### config.mk
export PLATFORM = sky130hd
export DESIGN_NAME = wide_add_seq
export DESIGN_NICKNAME = d
export VERILOG_FILES = /design/src/rtl/wide_add_seq.sv
export SDC_FILE = /design/constraint.sdc
export NUM_CORES = 1
export LEC_CHECK = 0
export CORE_MARGIN = 3
export CORE_UTILIZATION = 44
export CTS_BUF_LIST = sky130_fd_sc_hd__clkbuf_8 sky130_fd_sc_hd__clkbuf_16
export DETAILED_ROUTE_END_ITERATION = 8
export PLACE_DENSITY = 0.74
export SYNTH_ARGS = -nofsm -noshare
export SYNTH_HDL_FRONTEND = slang
export SYNTH_SLANG_ARGS = --single-unit
### constraint.sdc
create_clock -name clk -period 2.14 [get_ports clk]
set_clock_uncertainty 0.15 [all_clocks]
set_input_delay 0.428 -clock clk [delete_from_list [all_inputs] [get_ports clk]]
set_output_delay 0.428 -clock clk [all_outputs]
set_load 0.005 [all_outputs]
### src/rtl/wide_add_seq.sv
// Wide add/subtract controller: feeds one external WORD_W-bit adder slice per
// cycle, LSB slice first, chaining carries and assembling the full result.
module wide_add_seq #(
  parameter int WORD_W    = 16,
  parameter int NUM_WORDS = 4
) (
  input  logic                        clk,
  input  logic                        rst_n,
  input  logic                        start,
  input  logic                        sub,
  input  logic [WORD_W*NUM_WORDS-1:0] a,
  input  logic [WORD_W*NUM_WORDS-1:0] b,
  output logic                        busy,
  output logic                        done,
  output logic [WORD_W*NUM_WORDS-1:0] sum,
  output logic                        cout,
  output logic                        ovf,
  output logic [WORD_W-1:0]           add_a,
  output logic [WORD_W-1:0]           add_b,
  output logic                        add_cin,
  input  logic [WORD_W-1:0]           add_sum,
  input  logic                        add_cout
);

  localparam int TOT_W = WORD_W * NUM_WORDS;
  localparam int IDX_W = (NUM_WORDS > 1) ? $clog2(NUM_WORDS) : 1;
  localparam logic [IDX_W-1:0] LAST_IDX = IDX_W'(NUM_WORDS - 1);

  typedef enum logic [1:0] {IDLE, RUN, DONE} state_t;

  state_t             state_q, state_d;
  logic [TOT_W-1:0]   opa_q, opa_d;
  logic [TOT_W-1:0]   opb_q, opb_d;
  logic [TOT_W-1:0]   sum_q, sum_d;
  logic [IDX_W-1:0]   idx_q, idx_d;
  logic               carry_q, carry_d;
  logic               busy_q, busy_d;
  logic               done_q, done_d;
  logic               cout_q, cout_d;
  logic               ovf_q, ovf_d;
  logic               in_run;

  assign in_run  = (state_q == RUN);
  assign add_a   = in_run ? opa_q[int'(idx_q)*WORD_W +: WORD_W] : '0;
  assign add_b   = in_run ? opb_q[int'(idx_q)*WORD_W +: WORD_W] : '0;
  assign add_cin = in_run ? carry_q : 1'b0;

  assign busy = busy_q;
  assign done = done_q;
  assign sum  = sum_q;
  assign cout = cout_q;
  assign ovf  = ovf_q;

  always_comb begin
    state_d = state_q;
    opa_d   = opa_q;
    opb_d   = opb_q;
    sum_d   = sum_q;
    idx_d   = idx_q;
    carry_d = carry_q;
    busy_d  = busy_q;
    done_d  = 1'b0;
    cout_d  = cout_q;
    ovf_d   = ovf_q;
    case (state_q)
      RUN: begin
        sum_d[int'(idx_q)*WORD_W +: WORD_W] = add_sum;
        carry_d = add_cout;
        if (idx_q == LAST_IDX) begin
          // Overflow judged on the effective operands, so subtract uses ~b.
          state_d = DONE;
          busy_d  = 1'b0;
          done_d  = 1'b1;
          idx_d   = '0;
          cout_d  = add_cout;
          ovf_d   = (opa_q[TOT_W-1] == opb_q[TOT_W-1]) &&
                    (add_sum[WORD_W-1] != opa_q[TOT_W-1]);
        end else begin
          idx_d = idx_q + 1'b1;
        end
      end
      default: begin
        // IDLE and DONE both accept a new request, giving back-to-back ops.
        if (start) begin
          state_d = RUN;
          opa_d   = a;
          opb_d   = sub ? ~b : b;
          carry_d = sub;
          idx_d   = '0;
          sum_d   = '0;
          busy_d  = 1'b1;
        end else begin
          state_d = IDLE;
          busy_d  = 1'b0;
        end
      end
    endcase
  end

  always_ff @(posedge clk or negedge rst_n) begin
    if (!rst_n) begin
      state_q <= IDLE;
      opa_q   <= '0;
      opb_q   <= '0;
      sum_q   <= '0;
      idx_q   <= '0;
      carry_q <= 1'b0;
      busy_q  <= 1'b0;
      done_q  <= 1'b0;
      cout_q  <= 1'b0;
      ovf_q   <= 1'b0;
    end else begin
      state_q <= state_d;
      opa_q   <= opa_d;
      opb_q   <= opb_d;
      sum_q   <= sum_d;
      idx_q   <= idx_d;
      carry_q <= carry_d;
      busy_q  <= busy_d;
      done_q  <= done_d;
      cout_q  <= cout_d;
      ovf_q   <= ovf_d;
    end
  end

endmodule

Yosys cells after proc, flatten, opt, wreduce, memory -nomap -nowiden
Cells that the tools add are included.
- register bits: 201
- input bits: 149
- output and inout port bits: 101
- logic and storage cells: 47
- add/subtract/negate cells: 2
- eq/ne operators: 5
- shifts and indexed selects: 4
- muxes and demuxes: 20
- bitwise gates (word level): 2
- reduce and logical (&&, ||, !) cells: 4
- operator list (kind ; count):
    $mux W64 ; 3
    $shiftx A64 B7 Y16 ; 2
    $bwmux W64 ; 1
    $not A64 Y64 ; 1
    $shift A16 B33 Y64 const A ; 1
    $shiftx A16 B33 Y64 ; 1
    $neg A6 Y33 ; 1
    $mux W16 ; 2
    $mux W2 ; 5
    $mux W1 ; 9
    $reduce_and A2 Y1 ; 2
    $add A2 B1 Y2 const B ; 1
    $eq A2 B1 Y1 const B ; 1
    $eq A2 B2 Y1 const B ; 1
    $ne A2 B1 Y1 const B ; 1
    $reduce_bool A2 Y1 ; 1
    $eq A1 B1 Y1 ; 1
    $logic_and A1 B1 Y1 ; 1
    $ne A1 B1 Y1 ; 1
    $not A1 Y1 ; 1

Depth between registers and ports, before layout
Gate-level depths: netlist (run 1).
- depth in word-level cells: 4
- depth in mapped cells: 8
- mapped depth without buffers: 5

Least setup slack after synthesis (run 1)
OpenSTA, ideal clock, no wires.
- kind: flip-flop to flip-flop
- from: register idx_q[1]
- to: register sum_q[53] (netlist: sum[53])
- setup time: 65 ps
- data arrival time: 2027 ps
- data required time: 1925 ps
- path slack: -103 ps
- cell stages (with the launch flop): 9
- path buffers: 3
- period minus slack after synthesis: 2243 ps
- path through: dfrtp_1 > clkbuf_1 > buf_2 > inv_1 > ha_1 > nand2b_1 > nor4_4 > buf_4 > a22o_1
- longest elaborated chain between the ends: 4
- elaborated cells on any way between the ends: 5
- those cells by class: add/sub (1); shift (2); mux (2)
- RTL lines (what ; RTL line ; text):
    start: declaration ; 35 ; logic [IDX_W-1:0] idx_q, idx_d;
    start signal: assignment ; 117 ; idx_q <= idx_d;
    $neg A6 Y33 (*) ; 67 ; sum_d[int'(idx_q)*WORD_W +: WORD_W] = add_sum;
    $shiftx A16 B33 Y64 / $shift A16 B33 Y64 (equally long branches) ; 67 ;
    $bwmux W64 (*) ; 67 ;
    $mux W64 (*) ; 65 ; case (state_q)
    end signal: assignment ; 116 ; sum_q <= sum_d;
    end: declaration ; 34 ; logic [TOT_W-1:0] sum_q, sum_d;
Every way passes the cells marked *; elsewhere a longest branch is shown, timed or not.
A chain may end at the register's enable or synchronous reset.

Worst setup path in the final report (run 1)
- from: register idx_q[0]
- to: output add_b[4]
- longest elaborated chain between the ends: 2
- RTL lines (what ; RTL line ; text):
    $shiftx A64 B7 Y16 ; 45 ; assign add_b = in_run ? opb_q[int'(idx_q)*WORD_W +: WORD_W] : '0;
    $mux W16 ; 45 ;
    end: declaration ; 19 ; output logic [WORD_W-1:0] add_b,
No other way between the ends.

==> metrics.txt, run 1 <==
TritonCTS sink count 200; CTS tree built; crit path cell chain buf_12, buf_12, buf_12, mux4_2, and2_4, buf_6; initial antenna violation count 1; RSZ-0062 raised after global routing true; register area share after synthesis 0.5321; crit path buf inv count 4; post-detail-place hpwl 17.33 mm; # H-tree levels 4; violated checks negative setup slack; fmax 397.3 MHz; Fin. Hold Viols 0; gp weighted congestion 0.8193; antenna cell count 0; worst vdd ir 978.4 uV; max-cap violations 0; period utilization 1.176; worst r2r src idx_q[0]; WS Path Type reg2out; met2 usage 0.3522; Initial Util 0.4560; number of I/O port buffers 249; CP endpoint kind output port; Hold Path Cell Cnt 1; setup ws final -0.3772 ns; vias in the first global route 7,148; DRT Wirelength 25.66 mm; Iter 0 DRT Violations 443; CP most frequent cell buf_12; via count 6,725; Worst-Margin Slew 0.4724 ns; kind of start point of the critical path flip-flop; fin. max-slew vios 0; FF/Latch Area 5007 sq um; first-pass GRT wire length 40.85 mm; drt pass-1 iters 4; synthesis-stage register bit count 200; Post-Synthesis Cells 682; DIE HEIGHT 152.2 microns; Mapped Area 9405 sq um; Hold Path End sum[12]; grt met1 use 0.3033; CTS buffer count 17; number of setup violations in the final report 35; cell family with most CP delay buffers and inverters; HP Start sum[12]; R2R depth 10; Top Usage Layer GRT met2; syn nets 837; FF-to-FF End sum[1]; CP max stage cell mux4_2; Remaining Overflow, GRT 0; Die Area 23,170 sq um; Core Region 20,620 sq um; gr usage total 0.2211; WL/cell 20.88 microns; Data arrival, critical path 1.94 ns; I/O pins 250; later-pin clock latency in the skew report 0.43 ns; Die X 152.2 microns; Yosys Warn Count 0; hold slack 0.3533 ns; CP Max Fanout 6; setup TNS -9.381 ns; Routed Antenna Nets 0; max incr delay on CP 0.43 ns; share of layout cells above drive strength 1 0.2763; Pwr Density 1510 nW/um^2; Clock transition at path regs 0.07 ns; Final min period 2.517 ns; Max Root-Sink Buffers 2; Final #Nets 1,102; commonest cells after routing, fill and taps aside clkdlybuf4s50_1 (213), dfrtp_1 (198), a21oi_1 (131), xnor2_1 (64), a22o_1 (64); crit path launch idx_q[0]; maximum number of pins on one net before global-route repair 72; status finished with violations; commonest non-fill, non-tap cell in the layout clkdlybuf4s50_1; Mapped Avg Cell Area 13.79 sq um; vias per cell 5.472; Leak Pwr 5.593 nW; Slew HR 0.6851; R2R Setup Slk -0.01 ns; worst hold path class reg2reg; Worst EP required 1.56 ns; multi-input logic area 4083 sq um; fill count 1,537; post-synth cell types 33; # rows 52; Remaining DRCs 0; Area Overhead vs Synth 41.94%; met3 global-route usage 0.05141; clk root buf clkbuf_16
## sequential cells by signal (all words and copies together) (netlist names)
name     flops
opa_q       64
state_q      2
idx_q        2
ovf          1
sum         64
cout         1
carry_q      1
opb_q       64
done         1
## cell type report
type                            instances  share of cell area
Clock buffer                           19             0.03393
Clock inverter                         12            0.009934
Inverter                                2            0.001125
Multi-Input combinational cell        422              0.3058
Sequential cell                       200              0.3751
Tap cell                              270             0.02530
Timing Repair Buffer                  304              0.2488
## logic make-up after synthesis
kind of cell	share of synthesized area
xor gates and xnor gates	0.05960
DFF	0.5321
muxes	0.1827
and+or+nand+nor	0.04071
AOI/OAI and AO/OA	0.1314
buffers and inverters	0.04550
adders and majority gates	0.007982
## synthesized netlist by cell type
| cell | number | area, sq um |
|---|---|---|
| and3b_1 | 1 | 8.760 |
| nand2b_4 | 1 | 13.76 |
| inv_1 | 1 | 3.750 |
| buf_6 | 22 | 247.7 |
| nand2b_1 | 1 | 6.260 |
| buf_4 | 5 | 37.54 |
| mux2_2 | 15 | 168.9 |
| mux4_1 | 1 | 26.28 |
| a21oi_1 | 131 | 655.6 |
| and2_0 | 1 | 6.260 |
| clkbuf_1 | 18 | 67.56 |
| nor4_4 | 3 | 63.81 |
| buf_2 | 13 | 65.06 |
| and2_1 | 34 | 212.7 |
| a21o_1 | 1 | 7.510 |
| mux2i_1 | 1 | 10.01 |
| mux2_4 | 50 | 750.7 |
| o21ai_0 | 1 | 5.000 |
| ha_1 | 6 | 75.07 |
| mux2i_4 | 1 | 22.52 |
| inv_4 | 1 | 6.260 |
| nor2_1 | 3 | 11.26 |
| mux2i_2 | 3 | 41.29 |
| nor4b_4 | 1 | 23.77 |
| nor3_1 | 1 | 5.000 |
| o31ai_1 | 1 | 7.510 |
| dfrtp_1 | 200 | 5005 |
| a22o_1 | 64 | 560.5 |
| mux4_2 | 31 | 698.2 |
| and2b_1 | 1 | 7.510 |
| xnor2_1 | 64 | 560.5 |
| and2_4 | 1 | 8.760 |
| nand2_1 | 4 | 15.01 |
## routing by layer
layer,wire [microns],vias up
met3,1729,34
li1,-,3006
met4,573,2
met1,10970,3397
met2,12380,286
met5,9,-
## worst max path at each step
stage | to | slack (ns) | cells after the start
floorplan | sum[53] | 0.02 | 8
global placement | add_a[1] | -0.19 | 4
CTS | add_b[4] | -0.40 | 6
finish | add_b[4] | -0.38 | 6
detailed placement | add_a[14] | -0.21 | 4
global route | add_a[13] | -0.44 | 6
## power by group
part / total, mW / switching, mW / internal [mW]
Sequential: 6.55 / 1.07 / 5.48
Combinational: 10.4 / 3.96 / 6.43
Clock: 3.21 / 1.51 / 1.70
Total: 20.2 / 6.54 / 13.6
## repair_timing
action,in CTS,in global routing
gates resized for setup,185,20
hold buffers,1,0
endpoints found under the setup margin,49,97
buffers inserted,15,1
hold endpoints to repair,46,0
pin swaps,37,4
cloned,4,1
## through the flow
stage | utilization | std cells | cell area, sq um | power [mW] | setup slack, ns
detailed placement | 0.6006 | 1179 | 12390 | 15.93 | -0.2103
finish | 0.6473 | 1229 | 13350 | 20.16 | -0.3772
global route | 0.6473 | 1229 | 13350 | 21.31 | -0.4407
floorplan | - | 682 | 9422 | 11.74 | 0.01758
CTS | 0.6454 | 1230 | 13310 | 20.06 | -0.3987
global placement | 0.6006 | 1179 | 12390 | 15.73 | -0.1925
Note: power is estimated with default switching activity, not from simulation.
==> run 2, diff against run 1 <==
--- a/config.mk
+++ b/config.mk
@@ -8,7 +8,9 @@
 export CORE_MARGIN = 3
 export CORE_UTILIZATION = 44
 export CTS_BUF_LIST = sky130_fd_sc_hd__clkbuf_8 sky130_fd_sc_hd__clkbuf_16
+export CTS_CLUSTER_SIZE = 20
 export DETAILED_ROUTE_END_ITERATION = 8
+export HOLD_SLACK_MARGIN = 0.08
 export PLACE_DENSITY = 0.74
 export SYNTH_ARGS = -nofsm -noshare
 export SYNTH_HDL_FRONTEND = slang
==> results of run 2 <==
No change in the layout: final DEF, timing and power equal those of run 1.
